===== src/rtl/dmem_responder.sv =====
// Word-addressed data RAM with a req/ready/ack handshake and a fixed response latency.
// Define DMEM_BYTE_STROBE_EN to add the be_i byte-lane write strobes.
module dmem_responder #(
  parameter int DEPTH_WORDS = 32,
  parameter int LATENCY     = 3
) (
  input  logic        clk_i,
  input  logic        rst_i,
  input  logic        req_i,
  input  logic        we_i,
  input  logic [31:0] addr_i,
  input  logic [31:0] wdata_i,
`ifdef DMEM_BYTE_STROBE_EN
  input  logic [3:0]  be_i,
`endif
  output logic        ready_o,
  output logic        ack_o,
  output logic [31:0] rdata_o,
  output logic        err_o
);

  localparam int AW = $clog2(DEPTH_WORDS);
  localparam int CW = (LATENCY > 1) ? $clog2(LATENCY) : 1;

  typedef enum logic [1:0] {IDLE, WAIT, RESP} state_t;

  state_t          state, state_nxt;
  logic [CW-1:0]   cnt;
  logic            hold_we, hold_err;
  logic [AW-1:0]   hold_idx;
  logic [31:0]     hold_wdata;
  logic [3:0]      hold_be;
  logic [3:0]      be;
  logic [31:0]     mem [DEPTH_WORDS];
  logic            accept, legal;

`ifdef DMEM_BYTE_STROBE_EN
  assign be = be_i;
`else
  assign be = 4'hF;
`endif

  assign accept = req_i && ready_o;
  // Full-width bound check so out-of-range addresses never alias onto a valid word.
  assign legal  = (addr_i[1:0] == 2'b00) && (addr_i < 32'(DEPTH_WORDS * 4));

  always_ff @(posedge clk_i or negedge rst_i) begin
    if (!rst_i) state <= IDLE;
    else        state <= state_nxt;
  end

  always_comb begin
    state_nxt = state;
    case (state)
      IDLE: if (accept) state_nxt = (LATENCY == 1) ? RESP : WAIT;
      WAIT: if (cnt == CW'(1)) state_nxt = RESP;
      RESP: state_nxt = IDLE;
      default: state_nxt = IDLE;
    endcase
  end

  always_comb begin
    ready_o = (state == IDLE);
    ack_o   = (state == RESP);
    err_o   = ack_o && hold_err;
    rdata_o = (ack_o && !hold_we && !hold_err) ? mem[hold_idx] : 32'd0;
  end

  always_ff @(posedge clk_i or negedge rst_i) begin
    if (!rst_i) begin
      cnt        <= '0;
      hold_we    <= 1'b0;
      hold_err   <= 1'b0;
      hold_idx   <= '0;
      hold_wdata <= '0;
      hold_be    <= '0;
    end else begin
      if (state == IDLE && accept) begin
        cnt        <= CW'(LATENCY - 1);
        hold_we    <= we_i;
        hold_err   <= !legal;
        hold_idx   <= addr_i[AW+1:2];
        hold_wdata <= wdata_i;
        hold_be    <= be;
      end else if (state == WAIT) begin
        cnt <= cnt - CW'(1);
      end
    end
  end

  // Store commits on the edge that ends the RESP cycle, so the ack'd load data is pre-write.
  always_ff @(posedge clk_i or negedge rst_i) begin
    if (!rst_i) begin
      for (int i = 0; i < DEPTH_WORDS; i++) mem[i] <= '0;
    end else if (state == RESP && hold_we && !hold_err) begin
      for (int n = 0; n < 4; n++)
        if (hold_be[n]) mem[hold_idx][8*n +: 8] <= hold_wdata[8*n +: 8];
    end
  end

endmodule


===== config.mk =====
export PLATFORM = sky130hd
export DESIGN_NAME = dmem_responder
export DESIGN_NICKNAME = d
export VERILOG_FILES = /design/src/rtl/dmem_responder.sv
export SDC_FILE = /design/constraint.sdc
export NUM_CORES = 1
export LEC_CHECK = 0
export ABC_AREA = 0
export CAP_MARGIN = 20
export CORE_MARGIN = 2
export CORE_UTILIZATION = 56
export DETAILED_ROUTE_END_ITERATION = 16
export PLACE_DENSITY_LB_ADDON = 0.12
export SKIP_CTS_REPAIR_TIMING = 1
export SYNTH_ARGS = -nofsm -noshare
export SYNTH_HDL_FRONTEND = slang
export SYNTH_SLANG_ARGS = --single-unit

===== constraint.sdc =====
create_clock -name clk_i -period 2.3 [get_ports clk_i]
set_clock_uncertainty 0.2 [all_clocks]
set_input_delay 0.23 -clock clk_i [delete_from_list [all_inputs] [get_ports clk_i]]
set_output_delay 0.23 -clock clk_i [all_outputs]
set_load 0.05 [all_outputs]

## Yosys cells after proc, flatten, opt, wreduce, memory -nomap -nowiden

Index checks and enable logic that the tools add are counted.

| cells by class | value |
|---|---|
| add/sub/neg operators | 1 |
| $lt $le $gt $ge | 3 |
| equality and inequality tests | 5 |
| mux-type cells | 28 |
| bitwise gates (word level) | 1 |
| reductions and logical operators | 16 |

Operators with widths:

| kind | number |
|---|---|
| $mux 1024 | 7 |
| $bwmux 1024 | 4 |
| $demux 32 s5 | 4 |
| $bmux 32 s5 | 1 |
| $mux 32 | 4 |
| $lt 32x8->1 const B | 1 |
| $mux 24 | 1 |
| $mux 16 | 1 |
| $logic_and 1x1->1 | 9 |
| $mux 2 | 4 |
| $mux 8 | 1 |
| $ge 6x6->1 const B | 1 |
| $lt 6x1->1 const B | 1 |
| $not 5->6 | 1 |
| $eq 2x1->1 const B | 2 |
| $logic_not 2->1 | 2 |
| $pmux 2 s2 | 1 |
| $logic_not 1->1 | 3 |
| $eq 2x2->1 const B | 1 |
| $ne 2x1->1 const B | 1 |
| $ne 2x2->1 const B | 1 |
| $reduce_and 2->1 | 1 |
| $reduce_bool 2->1 | 1 |
| $sub 2x1->2 const B | 1 |

| storage, ports and cells | value |
|---|---|
| register bits after elaboration | 1068 |
| output and inout port bits | 35 |
| logic and storage cells | 93 |

## Depth between registers and ports, before layout

| logic depth | value |
|---|---|
| word-level depth | 16 |
| gate-level depth with buffers | 8 |
| depth with buffers taken out | 4 |

## Worst setup path after synthesis

OpenSTA, ideal clock, no wires.

| timing | value |
|---|---|
| path kind | reg-to-output |
| start point | register hold_idx[3] |
| end point | output port rdata_o[11] |
| arrival time | 2.655 ns |
| required time | 1.870 ns |
| slack | -0.785 ns |
| stages on the path, launching flop included | 8 |
| cell sequence | dfrtp_1 clkbuf_1 or4b_2 clkbuf_1 clkbuf_1 o22ai_1 nor2_1 a31oi_1 |

| between the ends | value |
|---|---|
| longest elaborated chain between the ends | 5 |

Ends and longest elaborated chain:

| element | line | RTL |
|---|---|---|
| start: declaration | 30 | `logic [AW-1:0] hold_idx;` |
| start signal: assignment | 82 | `hold_idx <= addr_i[AW+1:2];` |
| $not 5->6 (implied by the code) | 66 | `rdata_o = (ack_o && !hold_we && !hold_err) ? mem[hold_idx] : 32'd0;` |
| $bmux 32 s5 | 66 |  |
| $mux 32 (implied by the code) (2 in series) | 66 |  |
| $mux 32 | 66 |  |
| end: declaration | 18 | `output logic [31:0] rdata_o,` |

Every way passes these cells. The select of a mux whose other input is x is not followed.

## Worst setup path after layout

| timing | value |
|---|---|
| start point | register hold_idx[1] |
| end point | output port rdata_o[17] |

Same word-level chain as after synthesis.

==> flow_summary.json <==
{
  "run_status": "finished, violations left",
  "violations": "setup timing",
  "floorplan.rows": 107,
  "cts_max_path_buffers": 3,
  "synthTopCellsByArea": "dfrtp_1 (55%), mux2_2 (24%), mux2i_1 (11%)",
  "first_global_vias": 32630,
  "finalWirelength_mm": 150.4,
  "max_stage_delay_ns": 0.54,
  "timing.max_cap.violations": 0,
  "worst_slew_pin_tran_ns": 1.136,
  "p_leak_nw": 29.33,
  "cts-buffers-inserted": 113,
  "synth_cell_type_count": 35,
  "crit_path_end_kind": "output port",
  "post-route-drc-count": 0,
  "ant_nets": 0,
  "initial_core_util_pct": 56.58,
  "detailed_place_hpwl_mm": 83.85,
  "wl_per_cell_um": 29.97,
  "area.growth.synth_to_final_pct": 28.27,
  "post-route-util_pct": 72.58,
  "synth_top_area_share_pct": 55.48,
  "placement.io_buffers": 102,
  "die_y_um": 297.3,
  "vias_per_cell": 6.360,
  "critPathRequiredTime_ns": 1.87,
  "post_syn_area_um2": 48170,
  "postLayoutCellArea_um2": 61800,
  "grt_first_pass_wirelength_mm": 205.9,
  "timing.final.crit_period_ns": 3.329,
  "critical_path.cell_chain": "buf_12 -> buf_6 -> mux2i_1 -> o22ai_2 -> nor4_4 -> a31oi_4 -> buf_6",
  "drtIter0Drc": 2711,
  "floorplan.io_pins": 103,
  "synthFlopType": "dfrtp_1",
  "fin_ws_ns": -1.029,
  "critical_path.startpoint_type": "flop",
  "path_class": "flop to output port",
  "hold_viol_final": 0,
  "rsz0062_at_grt": "yes",
  "die_width_um": 297.3,
  "placed_cells": 4682,
  "worst-endpoint-arrival_ns": 2.90,
  "hold_class": "primary input to async pin",
  "mostFrequentLayoutCells": "dfrtp_1 (1065), mux2_2 (782), mux2i_1 (506)",
  "synth-seq-area-share_pct": 55.48,
  "total_count_of_max_transition_violations_in_the_final_report": 0,
  "slew-limit-headroom_pct": 24.28,
  "placed_cell_area_um2": 54000,
  "postSynthAreaPerCell_um2": 13.96,
  "clk_pin_slew_ns": 0.07,
  "cp_max_fo": 19,
  "stdcell_count": 5019,
  "postSynth.asyncResetShare_pct": 100.0,
  "synth_enable_flop_cells": 0,
  "worst_ir_drop_vdd_mv": 1.151,
  "final_common_cell": "dfrtp_1",
  "finalCritPeriodShare_pct": 144.8,
  "cts.sinks": 1068,
  "core-area_um2": 85150,
  "worst_skew_pair.late_latency_ns": 0.69,
  "root_buffer": "clkbuf_16",
  "yosysWarnings": 0,
  "grt.overflow.total": 0,
  "postSynthRegisterBits": 1068,
  "synth_top_cell_by_area": "dfrtp_1",
  "replace_congestion": 0.8427,
  "crit_path_slowest_cell": "nor4_4",
  "fmax_mhz": 300.4,
  "critPathMostFrequentCell": "buf_6",
  "final_net_count": 3847,
  "die_ar_um2": 88390,
  "grt.total_usage_pct": 30.69,
  "cts_tree": "yes",
  "detailroute.via_count": 31920,
  "post_route_cells_drive_above_1_share_pct": 49.02,
  "initial_antenna_violation_count": 1,
  "setup_viol": 860,
  "htreeDepth": 3,
  "mappedNetlistNets": 3521,
  "grt_start_max_net_pins": 85,
  "power-per-cell-area_nw_per_um2": 865.6,
  "syn_inst": 3452,
  "hold_ws_ns": 0.01845,
  "firstDrtPassIters": 5
}
-- cell usage after synthesis, types with 2 or more instances --
master / n
a21oi_1: 3
a31oi_1: 32
and2_1: 2
buf_1: 14
buf_2: 81
buf_4: 22
buf_6: 4
clkbuf_1: 204
dfrtp_1: 1068
inv_1: 5
mux2_1: 22
mux2_2: 1037
mux2i_1: 512
nand2_1: 27
nand2b_1: 3
nand3_1: 4
nand4_1: 2
nand4b_1: 4
nand4bb_1: 5
nor2_1: 77
nor2b_1: 2
nor3_1: 2
nor3_4: 6
nor4_1: 38
nor4_4: 4
o21ai_0: 4
o22ai_1: 256
or4_1: 2
or4b_2: 4
-- critical path: cells and delay by family, from the launching register on --
kind	cells	cell delay, ns
and+or+nand+nor	1	0.54
AOI/OAI and AO/OA	2	0.28
DFF	1	0.46
buffers and inverters	3	0.59
muxes	1	0.31
-- metal layers --
layer | global-route usage, % | share of wire, %
met4 | 10.75 | 4.2
met5 | 0 | 0.0066
met2 | 48.99 | 46
met1 | 42.58 | 42
met3 | 5.397 | 8.2
-- logic make-up after synthesis --
| group | share of synthesized area (%) |
|---|---|
| muxes | 35.39 |
| AOI/OAI and AO/OA | 3.828 |
| buffers and inverters | 3.026 |
| adders and majority gates | 0.02597 |
| DFF | 55.48 |
| and+or+nand+nor | 2.252 |
-- where the power goes --
| part | internal [mW] | leakage (nW) | switching [mW] |
|---|---|---|---|
| combinational | 5.60 | 12.6 | 7.36 |
| sequential | 19.2 | 14.8 | 1.98 |
| clock | 11.6 | 1.94 | 7.74 |
-- through the flow --
stage | total power, mW | TNS (ns) | setup slack (ns)
4_1_cts | 51.49 | -121.59 | -1.254
3_5_place_dp | 32.26 | -85.06 | -0.5115
5_1_grt | 55.08 | -212.11 | -1.066
6_report | 53.49 | -184.36 | -1.029
2_1_floorplan | 27.39 | -14.42 | -0.1241
3_3_place_gp | 31.94 | -63.42 | -0.4702
-- path summary, 6_finish.rpt --
kind                                          from  cells past startpoint  slack (ns)                       to
min                                          rst_i                      3        0.02     mem[140]$_DFFE_PN0P_
max reg2reg                hold_idx[0]$_DFFE_PN0P_                      9       -0.51     mem[533]$_DFFE_PN0P_
max                        hold_idx[1]$_DFFE_PN0P_                      7       -1.03              rdata_o[17]
min reg2reg                   mem[862]$_DFFE_PN0P_                      1        0.29     mem[862]$_DFFE_PN0P_
min in group clk_i                           req_i                      3        0.08     state[0]$_DFFE_PN0P_
max in group asynchronous                    rst_i                      3        0.83  hold_idx[0]$_DFFE_PN0P_
-- final cells by class --
class | instances | area [um^2]
Timing Repair Buffer | 537 | 7014
Clock inverter | 54 | 768.2
Clock buffer | 157 | 3186
Tap cell | 1144 | 1431
Inverter | 5 | 23.77
Sequential cell | 1068 | 26730
Fill cell | 5366 | 23350
Multi-Input combinational cell | 2053 | 22640
Antenna cell | 1 | 2.502
-- flip-flops by register name, summed over array words and instances (netlist names) --
signal / flops
mem: 1024
hold_we: 1
hold_be: 1
hold_idx: 5
state: 2
cnt: 2
hold_err: 1
hold_wdata: 32
No activity file was read; power rests on OpenSTA's default activity.
